## config.mk

```make
export PLATFORM = sky130hd
export DESIGN_NAME = dda_spi_host_flat
export DESIGN_NICKNAME = d
export VERILOG_FILES = /design/src/rtl/dda_spi_pkg.sv /design/src/rtl/dda_spi_host_if.sv /design/src/rtl/spi_sclk_gen.sv /design/src/rtl/dda_spi_host.sv /design/src/flat_wrapper.sv
export SDC_FILE = /design/constraint.sdc
export NUM_CORES = 1
export LEC_CHECK = 0
export BUFFER_PORTS_ARGS = -buffer_cell sky130_fd_sc_hd__buf_4
export CAP_MARGIN = 10
export CORE_ASPECT_RATIO = 1.2
export CORE_MARGIN = 2
export CORE_UTILIZATION = 50
export DETAILED_ROUTE_END_ITERATION = 16
export PLACE_DENSITY = 0.71
export SLEW_MARGIN = 10
export SYNTH_ARGS = -nofsm -noshare
export SYNTH_HDL_FRONTEND = slang
export SYNTH_SLANG_ARGS = --single-unit
```

## constraint.sdc

```tcl
create_clock -name clk -period 2.9 [get_ports clk]
set_clock_uncertainty 0.15 [all_clocks]
set_input_delay 0.87 -clock clk [delete_from_list [all_inputs] [get_ports clk]]
set_output_delay 0.87 -clock clk [all_outputs]
set_load 0.1 [all_outputs]
```

## src/rtl/dda_spi_pkg.sv

```systemverilog
// Shared constants, FSM state type and frame helpers for the DDA SPI initiator.
// Frame layout: a command byte, then either a 16-bit parameter word or the 4-byte state readback.
package dda_spi_pkg;

  localparam int CMD_WRITE_BIT = 7;

  localparam logic [1:0] ADDR_ICX = 2'd0;
  localparam logic [1:0] ADDR_ICY = 2'd1;
  localparam logic [1:0] ADDR_K   = 2'd2;
  localparam logic [1:0] ADDR_D   = 2'd3;

  localparam int WR_FRAME_BITS = 24;
  localparam int RD_FRAME_BITS = 40;
  localparam int STATE_BYTES   = 4;
  localparam int SHIFT_W       = 40;

  typedef enum logic [2:0] {
    ST_IDLE     = 3'd0,
    ST_CS_SETUP = 3'd1,
    ST_SHIFT    = 3'd2,
    ST_CS_HOLD  = 3'd3,
    ST_CS_GAP   = 3'd4
  } spi_state_e;

  // Index of the final bit in a frame; the bit counter stops here.
  function automatic logic [5:0] last_bit_idx(input logic is_write);
    logic [5:0] idx;
    if (is_write) begin
      idx = 6'(WR_FRAME_BITS - 1);
    end else begin
      idx = 6'(RD_FRAME_BITS - 1);
    end
    return idx;
  endfunction

endpackage

```

## src/rtl/dda_spi_host_if.sv

```systemverilog
// Request/response bundle between the host harness and the DDA SPI initiator.
interface dda_spi_host_if #(
  parameter int N      = 16,
  parameter int ADDR_W = 2
);
  import dda_spi_pkg::*;

  logic                     req_valid;
  logic                     req_ready;
  logic                     req_write;
  logic [ADDR_W-1:0]        req_addr;
  logic [N-1:0]             req_data;
  logic                     done;
  logic [STATE_BYTES*8-1:0] rsp_data;

  modport master (
    output req_valid, req_write, req_addr, req_data,
    input  req_ready, done, rsp_data
  );

  modport slave (
    input  req_valid, req_write, req_addr, req_data,
    output req_ready, done, rsp_data
  );

endinterface

```

## src/rtl/spi_sclk_gen.sv

```systemverilog
// Half-period timer: ticks every CLK_DIV cycles while enabled and toggles SCLK on ticks
// when toggling is allowed; rise/fall strobes coincide with the edge that changes SCLK.
module spi_sclk_gen #(
  parameter int CLK_DIV = 2
) (
  input  logic clk,
  input  logic rst,
  input  logic en,
  input  logic toggle_en,
  output logic tick,
  output logic rise,
  output logic fall,
  output logic sclk
);

  localparam int              CNT_W    = $clog2(CLK_DIV + 1);
  localparam logic [CNT_W-1:0] CNT_LAST = CNT_W'(CLK_DIV - 1);

  logic [CNT_W-1:0] cnt_r;
  logic             sclk_r;
  logic             tick_s;

  // Strobes decoded from the counter so the FSM reacts on the same edge SCLK moves.
  always_comb begin
    tick_s = en && (cnt_r == CNT_LAST);
    tick   = tick_s;
    rise   = tick_s && toggle_en && !sclk_r;
    fall   = tick_s && toggle_en && sclk_r;
  end

  // Counter and SCLK register; SCLK parks low whenever the timer is disabled.
  always_ff @(posedge clk) begin
    if (rst) begin
      cnt_r  <= '0;
      sclk_r <= 1'b0;
    end else if (!en) begin
      cnt_r  <= '0;
      sclk_r <= 1'b0;
    end else if (tick_s) begin
      cnt_r <= '0;
      if (toggle_en) begin
        sclk_r <= !sclk_r;
      end
    end else begin
      cnt_r <= cnt_r + CNT_W'(1);
    end
  end

  assign sclk = sclk_r;

endmodule

```

## src/rtl/dda_spi_host.sv

```systemverilog
// Mode-0 SPI initiator for the DDA chip: 24-bit parameter writes, 40-bit state reads.
// The first low half of bit 0 is the CS setup interval, so SHIFT begins at the first rise.
module dda_spi_host
  import dda_spi_pkg::*;
#(
  parameter int CLK_DIV = 2,
  parameter int N       = 16,
  parameter int ADDR_W  = 2
) (
  input  logic           clk,
  input  logic           rst,
  dda_spi_host_if.slave  bus,
  output logic           spi_cs_n,
  output logic           spi_sclk,
  output logic           spi_mosi,
  input  logic           spi_miso
);

  if (CLK_DIV < 1) begin : g_bad_clk_div
    $error("dda_spi_host: CLK_DIV must be >= 1");
  end
  if (N != 16) begin : g_bad_n
    $error("dda_spi_host: N must be 16");
  end
  if ((ADDR_W < 1) || (ADDR_W > CMD_WRITE_BIT)) begin : g_bad_addr_w
    $error("dda_spi_host: ADDR_W out of range");
  end

  spi_state_e              state_r;
  logic [SHIFT_W-1:0]      sh_r;
  logic [5:0]              bit_cnt_r;
  logic [5:0]              last_r;
  logic                    is_write_r;
  logic                    gap_r;
  logic [STATE_BYTES*8-1:0] rx_r;
  logic [STATE_BYTES*8-1:0] rsp_r;
  logic                    cs_n_r;
  logic                    mosi_r;
  logic                    done_r;
  logic                    ready_r;

  logic [7:0]              cmd_s;
  logic [SHIFT_W-1:0]      frame_s;
  logic                    sclk_en_s;
  logic                    toggle_en_s;
  logic                    tick_s;
  logic                    rise_s;
  logic                    fall_s;

  // Frame image for the pending request; reads send an all-zero command and fill bytes.
  always_comb begin
    cmd_s                = 8'h00;
    cmd_s[CMD_WRITE_BIT] = bus.req_write;
    cmd_s[ADDR_W-1:0]    = bus.req_addr;
    if (bus.req_write) begin
      frame_s = {cmd_s, bus.req_data, 16'h0000};
    end else begin
      frame_s = 40'h00_0000_0000;
    end
    sclk_en_s   = (state_r != ST_IDLE);
    toggle_en_s = (state_r == ST_CS_SETUP) || (state_r == ST_SHIFT);
  end

  spi_sclk_gen #(
    .CLK_DIV (CLK_DIV)
  ) u_sclk_gen (
    .clk       (clk),
    .rst       (rst),
    .en        (sclk_en_s),
    .toggle_en (toggle_en_s),
    .tick      (tick_s),
    .rise      (rise_s),
    .fall      (fall_s),
    .sclk      (spi_sclk)
  );

  // Frame sequencer with registered CS/MOSI/handshake outputs.
  always_ff @(posedge clk) begin
    if (rst) begin
      state_r    <= ST_IDLE;
      sh_r       <= '0;
      bit_cnt_r  <= 6'd0;
      last_r     <= 6'd0;
      is_write_r <= 1'b0;
      gap_r      <= 1'b0;
      rx_r       <= '0;
      rsp_r      <= '0;
      cs_n_r     <= 1'b1;
      mosi_r     <= 1'b0;
      done_r     <= 1'b0;
      ready_r    <= 1'b1;
    end else begin
      done_r <= 1'b0;
      case (state_r)
        ST_IDLE: begin
          if (bus.req_valid && ready_r) begin
            is_write_r <= bus.req_write;
            last_r     <= last_bit_idx(bus.req_write);
            sh_r       <= frame_s;
            mosi_r     <= frame_s[SHIFT_W-1];
            bit_cnt_r  <= 6'd0;
            rx_r       <= '0;
            cs_n_r     <= 1'b0;
            ready_r    <= 1'b0;
            state_r    <= ST_CS_SETUP;
          end
        end
        ST_CS_SETUP: begin
          if (rise_s) begin
            rx_r    <= {rx_r[STATE_BYTES*8-2:0], spi_miso};
            state_r <= ST_SHIFT;
          end
        end
        ST_SHIFT: begin
          // Command-byte MISO bits fall off the top of rx_r, leaving only the state bytes.
          if (rise_s) begin
            rx_r <= {rx_r[STATE_BYTES*8-2:0], spi_miso};
          end else if (fall_s) begin
            if (bit_cnt_r == last_r) begin
              mosi_r  <= 1'b0;
              state_r <= ST_CS_HOLD;
            end else begin
              bit_cnt_r <= bit_cnt_r + 6'd1;
              sh_r      <= {sh_r[SHIFT_W-2:0], 1'b0};
              mosi_r    <= sh_r[SHIFT_W-2];
            end
          end
        end
        ST_CS_HOLD: begin
          if (tick_s) begin
            cs_n_r  <= 1'b1;
            done_r  <= 1'b1;
            gap_r   <= 1'b0;
            state_r <= ST_CS_GAP;
            if (!is_write_r) begin
              rsp_r <= rx_r;
            end
          end
        end
        ST_CS_GAP: begin
          if (tick_s) begin
            if (gap_r) begin
              ready_r <= 1'b1;
              state_r <= ST_IDLE;
            end else begin
              gap_r <= 1'b1;
            end
          end
        end
        default: begin
          state_r <= ST_IDLE;
          cs_n_r  <= 1'b1;
          mosi_r  <= 1'b0;
          ready_r <= 1'b1;
        end
      endcase
    end
  end

  assign spi_cs_n      = cs_n_r;
  assign spi_mosi      = mosi_r;
  assign bus.req_ready = ready_r;
  assign bus.done      = done_r;
  assign bus.rsp_data  = rsp_r;

endmodule

```

## src/flat_wrapper.sv

```systemverilog
// flat-port wrapper written by rule: the top's interface ports become plain ports
module dda_spi_host_flat import dda_spi_pkg::*;
#(
  parameter int CLK_DIV = 2,
  parameter int N       = 16,
  parameter int ADDR_W  = 2
)
  (clk, rst, spi_cs_n, spi_sclk, spi_mosi, spi_miso, bus_req_valid, bus_req_write, bus_req_addr, bus_req_data, bus_req_ready, bus_done, bus_rsp_data);
  dda_spi_host_if #(.N(N), .ADDR_W(ADDR_W)) bus_i ();
  input  logic clk;
  input  logic rst;
  output logic spi_cs_n;
  output logic spi_sclk;
  output logic spi_mosi;
  input  logic spi_miso;
  input wire logic [$bits(bus_i.req_valid)-1:0] bus_req_valid;
  input wire logic [$bits(bus_i.req_write)-1:0] bus_req_write;
  input wire logic [$bits(bus_i.req_addr)-1:0] bus_req_addr;
  input wire logic [$bits(bus_i.req_data)-1:0] bus_req_data;
  output wire logic [$bits(bus_i.req_ready)-1:0] bus_req_ready;
  output wire logic [$bits(bus_i.done)-1:0] bus_done;
  output wire logic [$bits(bus_i.rsp_data)-1:0] bus_rsp_data;
  assign bus_i.req_valid = bus_req_valid;
  assign bus_i.req_write = bus_req_write;
  assign bus_i.req_addr = bus_req_addr;
  assign bus_i.req_data = bus_req_data;
  assign bus_req_ready = bus_i.req_ready;
  assign bus_done = bus_i.done;
  assign bus_rsp_data = bus_i.rsp_data;
  dda_spi_host #(.CLK_DIV(CLK_DIV), .N(N), .ADDR_W(ADDR_W)) u_core (.clk(clk), .rst(rst), .bus(bus_i), .spi_cs_n(spi_cs_n), .spi_sclk(spi_sclk), .spi_mosi(spi_mosi), .spi_miso(spi_miso));
endmodule
```

==> flow_summary.toml, run 1 <==
[outcome]
status = "finished clean"

[synth]
synth_nets = 551
ys.flop_type = "dfxtp_1"
ys_seq_elements = 107
avgSynthCellArea_um2 = 8.33
ys_seq_area_frac = 0.489
async_flop_share = 0
synth_largest_area_cell = "dfxtp_1"
syn_inst = 526
synth.distinct_cells = 49
netlist_top_cells_area = "dfxtp_1 49%, nand2_1 8.7%, a21oi_1 8.3%"
ys.warnings.count = 0
synth_edf_count = 0
syn_area_um2 = 4380
synth.top_cell.area_share = 0.489

[clock_tree]
cts_buffers = 9
cts-hold-fix-buffers = 0
clock_sinks = 107
cts_tree = "built"
cts-htree-levels = 3
root_buffer = "clkbuf_8"
path_clk_slew_ps = 100
cts_resized = 0
cts_buffer_depth = 2
clock_latency_ps = 370
cts_setup_buffers = 0

[global_routing]
antenna_found_initial = 0
grt_use_total = 0.194
grt_first_pass_wirelength_um = 14800
grt-ovfl-total = 0
grt_pass1_vias = 3433
met2_usage = 0.322
grt.busiest_layer = "met2"
grt_max_degree = 89
global_route.usage.met1 = 0.238
grtUsageMet3 = 0.0318

[critical_path]
cp_num_buf_inv = 0
crit_path_end_kind = "register"
cp_slowest_cell = "or3_1"
worst_path_dominant_cell_family = "simple AND/OR/NAND/NOR gates"
criticalPathCategory = "reg -> reg"
slowest_delay_ps = 800
start_kind = "register"
crit_fanout = 32
critPathArrivalTime_ps = 2490
required_ps = 2980
cp_cell_sequence = "ha_1 -> nand3_1 -> or3_1 -> nand2_1 -> a21oi_1"

[sta]
rsz0062_at_grt = "no"
hold_viol_final = 0
finalCriticalPeriod_ps = 2410
fmax_mhz = 416
tightest_slew_ps = 1110
final.setup.tns_ps = 0
finalMaxSlewViolations = 0
finalCritPeriodShare = 0.829
max_slew_margin = 0.259
fin_ws_ps = 495
setup_viol = 0

[power_and_ir_drop]
p_leak_uw = 0.00187
irDropWorstVdd_v = 0.000297
powerDensity_nw_per_um2 = 539

[worst_hold_path]
hp-class = "reg -> reg"

[floorplanning]
die-area_um2 = 9530
dieHeight_um = 107
pin_count = 60
die_w_um = 89.4
initial_core_util = 0.511
core_area_um2 = 8560
rows = 37

[placed_design]
routabilityCongestion = 0.878
dp_slack_ps = 272
place_hpwl_um = 5800
portBuffers = 59

[layout]
n_antenna_cell = 0
drive_gt1_frac = 0.196
final_nets = 587
nFillCells = 788
area_growth_pct = 15.7
multi_input_comb_area_um2 = 2040
seqCellArea_um2 = 2140

[routing]
wl_per_cell_um = 12.8
route.detailed.drc = 0
ant_nets = 0
drt_pass1_iterations = 5
drt-total-wl_um = 8750
drtIter0Drc = 156
num_vias = 3710
viasPerCell = 5.42

[job]
maxCapViolations = 0
## placed cells by master (no fill, tap or decap), types with 9 or more instances in the layout
master and n:
dfxtp_1 107, nand2_1 101, a21oi_1 73, buf_4 68, o21ai_0 35, nor2_1 27, nor2b_1 18, a22oi_1 17
mux2_2 16, clkbuf_8 11, inv_1 10, nand2b_1 9
## path summary, 6_finish.rpt
check / from / end / slack (ps) / cells after the start
max: u_core.u_sclk_gen.cnt_r[0] / u_core.bus.rsp_data[16] / 490 / 5
min: u_core.u_sclk_gen.cnt_r[0] / u_core.u_sclk_gen.cnt_r[0] / 300 / 1
max reg2reg: u_core.u_sclk_gen.cnt_r[0] / u_core.bus.rsp_data[16] / 490 / 5
min reg2reg: u_core.u_sclk_gen.cnt_r[0] / u_core.u_sclk_gen.cnt_r[0] / 300 / 1
## cells by family (layout without fill, tap and decap cells)
logic type | count (synthesis) | count (layout) | share of synthesized area
adders and majority gates | 2 | 2 | 0.00571
AOI/OAI and AO/OA | 159 | 159 | 0.216
xor gates and xnor gates | 3 | 3 | 0.00600
DFF | 107 | 107 | 0.489
and+or+nand+nor | 185 | 185 | 0.192
muxes | 17 | 17 | 0.0434
buffers and inverters | 53 | 94 | 0.0477
## sequential cells by signal (all words and copies together) (netlist names)
name / cells
u_core.last_r: 3
u_core.bit_cnt_r: 6
u_core.state_r: 3
u_core.bus.done: 1
u_core.u_sclk_gen.cnt_r: 2
u_core.bus.req_ready: 1
u_core.rx_r: 32
u_core.spi_mosi: 1
u_core.bus.rsp_data: 32
u_core.gap_r: 1
u_core.spi_cs_n: 1
u_core.u_sclk_gen.sclk: 1
u_core.sh_r: 23
## Yosys cell counts (2+ instances only)
| cell | count |
|---|---|
| a22oi_1 | 17 |
| dfxtp_1 | 107 |
| nor4_1 | 2 |
| a2bb2oi_1 | 2 |
| nor2b_1 | 18 |
| buf_1 | 3 |
| a211oi_1 | 2 |
| o2111ai_1 | 2 |
| o22ai_1 | 5 |
| ha_1 | 2 |
| o32ai_1 | 5 |
| o21ai_0 | 35 |
| buf_2 | 2 |
| nand3_1 | 3 |
| inv_1 | 10 |
| or2_2 | 2 |
| o21bai_1 | 2 |
| nand2b_1 | 9 |
| a31oi_1 | 5 |
| nor3_1 | 6 |
| clkbuf_1 | 37 |
| or3_1 | 4 |
| o21a_1 | 2 |
| mux2_2 | 16 |
| a2111o_1 | 2 |
| and3_1 | 2 |
| and2_1 | 2 |
| nor2_1 | 28 |
| xor2_1 | 2 |
| nand2_1 | 101 |
| a21oi_1 | 73 |
## per-layer routing
layer / part of all wire / up-vias
li1: - / 1872
met3: 0.032 / 12
met5: 0 / -
met1: 0.46 / 1752
met4: 0.021 / 0
met2: 0.49 / 74
## cell type report
cell class / instances / share of cell area
clock inverter: 5 / 0.00692
tap: 117 / 0.0289
timing repair buffer: 68 / 0.101
clock buffer: 11 / 0.0299
sequential: 107 / 0.423
inverter: 10 / 0.00741
multi-input combinational: 366 / 0.403
## metrics by stage
step / cell area (µm²) / power [µW] / instances / utilization / hold slack (ps)
floorplan: 4380 / 1820 / 526 / - / 258
global placement: 4880 / 1890 / 668 / 0.570 / 266
detailed placement: 4880 / 1900 / 668 / 0.570 / 283
CTS: 5060 / 2760 / 684 / 0.591 / 297
global route: 5060 / 2840 / 684 / 0.591 / 321
finish: 5060 / 2730 / 684 / 0.591 / 300
## power breakdown
group	switching, µW	leakage, µW	internal (µW)	total, µW
Combinational	212	0.000907	123	335
Clock	504	0.0000961	363	866
Sequential	27.1	0.000864	1500	1530
Total	742	0.00187	1990	2730
(Power assumes the default switching activity.)
==> inputs of run 2 (changes only) <==
- clock period: 2.9 -> 2.5 ns (I/O delays scaled with it)
==> flow_summary.toml, run 2 (synthesis gave the netlist of run 1 again) <==
[clock_tree]
clock_sinks = 107
cts_buffer_depth = 2
cts_tree = "built"
cts-htree-levels = 3
clock_latency_ps = 380
cts_setup_buffers = 0
cts_buffers = 9
root_buffer = "clkbuf_8"
path_clk_slew_ps = 100

[floorplanning]
die-area_um2 = 9530
pin_count = 60
initial_core_util = 0.511
dieHeight_um = 107
rows = 37
core_area_um2 = 8560
die_w_um = 89.4

[sta]
rsz0062_at_grt = "no"
tightest_slew_ps = 735
fmax_mhz = 458
finalCritPeriodShare = 0.874
setup_viol = 0
finalMaxSlewViolations = 0
finalCriticalPeriod_ps = 2180
fin_ws_ps = 316
max_slew_margin = 0.510
final.setup.tns_ps = 0
hold_viol_final = 0

[global_routing]
grt_max_degree = 79
grt-ovfl-total = 0
grt_pass1_vias = 3541
grt_first_pass_wirelength_um = 15400
grt_use_total = 0.201
antenna_found_initial = 0

[worst_hold_path]
hp-class = "reg -> reg"
hp-start = "u_core.u_sclk_gen.cnt_r[0]"

[layout]
utilization = 0.599
seqCellArea_um2 = 2140
area_growth_pct = 17.1
drive_gt1_frac = 0.197
multi_input_comb_area_um2 = 2050
final_nets = 589
final_common_cell = "dfxtp_1"
mostFrequentLayoutCells = "107 x dfxtp_1, 101 x nand2_1, 73 x a21oi_1, 67 x buf_4, 35 x o21ai_0"
nFillCells = 799
n_antenna_cell = 0
stdcell_count = 686

[placed_design]
portBuffers = 59
dp_slack_ps = 24.9
place_hpwl_um = 5970
routabilityCongestion = 0.874
place_inst = 670

[routing]
route.detailed.drc = 0
viasPerCell = 5.45
num_vias = 3739
wl_per_cell_um = 13.2
drt_pass1_iterations = 5
ant_nets = 0
drt-total-wl_um = 9030
drtIter0Drc = 149

[critical_path]
start_kind = "register"
crit_start = "u_core.u_sclk_gen.cnt_r[0]"
cp_slowest_cell = "or3b_2"
required_ps = 2650
slowest_delay_ps = 540
r2r_start = "u_core.u_sclk_gen.cnt_r[0]"
crit_fanout = 26
crit_path_end_kind = "register"
criticalPathCategory = "reg -> reg"
critPathArrivalTime_ps = 2330
cp_cell_sequence = "ha_1 -> or3b_2 -> nor2_2 -> buf_12 -> nand2_1 -> a21oi_1"

[job]
maxCapViolations = 0

[power_and_ir_drop]
p_leak_uw = 0.00189
irDropWorstVdd_v = 0.000412
powerDensity_nw_per_um2 = 626

[outcome]
status = "finished clean"
## run 2: worst max-delay path: cells and delay by family, from the launching register on
| kind | cells | cell delay (ps) |
|---|---|---|
| compound gates | 1 | 120 |
| buf+inv | 1 | 220 |
| flops | 1 | 350 |
| simple gates | 3 | 930 |
| fa+ha+maj | 1 | 330 |
## run 2: cell type report
type / count / area share
clock inverter: 6 / 0.0112
inverter: 10 / 0.00732
sequential: 107 / 0.418
multi-input combinational: 366 / 0.400
tap: 117 / 0.0286
clock buffer: 10 / 0.0249
timing repair buffer: 70 / 0.110
## run 2: through the flow
stage               instance area, µm²  hold slack (ps)  total power (µW)
CTS                               5120              294              3220
global route                      5130              310              3340
floorplan                         4380              258              2110
finish                            5130              294              3210
global placement                  4930              267              2220
detailed placement                4930              290              2230
## run 2: routing by layer
| metal | up-vias | global-route usage | wire length, µm |
|---|---|---|---|
| li1 | 1882 | - | - |
| met1 | 1782 | 0.250 | 4110 |
| met2 | 62 | 0.336 | 4490 |
| met3 | 13 | 0.0373 | 280 |
| met4 | 0 | 0.0853 | 147 |
| met5 | - | 0 | 0 |
## run 2: final timing paths
| kind | to | slack (ps) | depth (start not counted) |
|---|---|---|---|
| worst max register to register | u_core.rx_r[22] | 320 | 6 |
| worst min register to register | u_core.u_sclk_gen.cnt_r[0] | 290 | 1 |
| worst max-delay path | u_core.rx_r[22] | 320 | 6 |
| worst min-delay path | u_core.u_sclk_gen.cnt_r[0] | 290 | 1 |
## run 2: timing repair
| action | 4_1_cts | 5_1_grt |
|---|---|---|
| endpoints found under the hold margin | 0 | 0 |
| gates resized for setup | 0 | 1 |
| hold buffers | 0 | 0 |
| setup endpoints to repair | 0 | 19 |
## run 2: power breakdown
part / internal [µW] / switching, µW / total [µW]
Combinational: 168 / 263 / 431
Sequential: 1740 / 28.0 / 1770
Clock: 386 / 625 / 1010
Total: 2300 / 916 / 3210
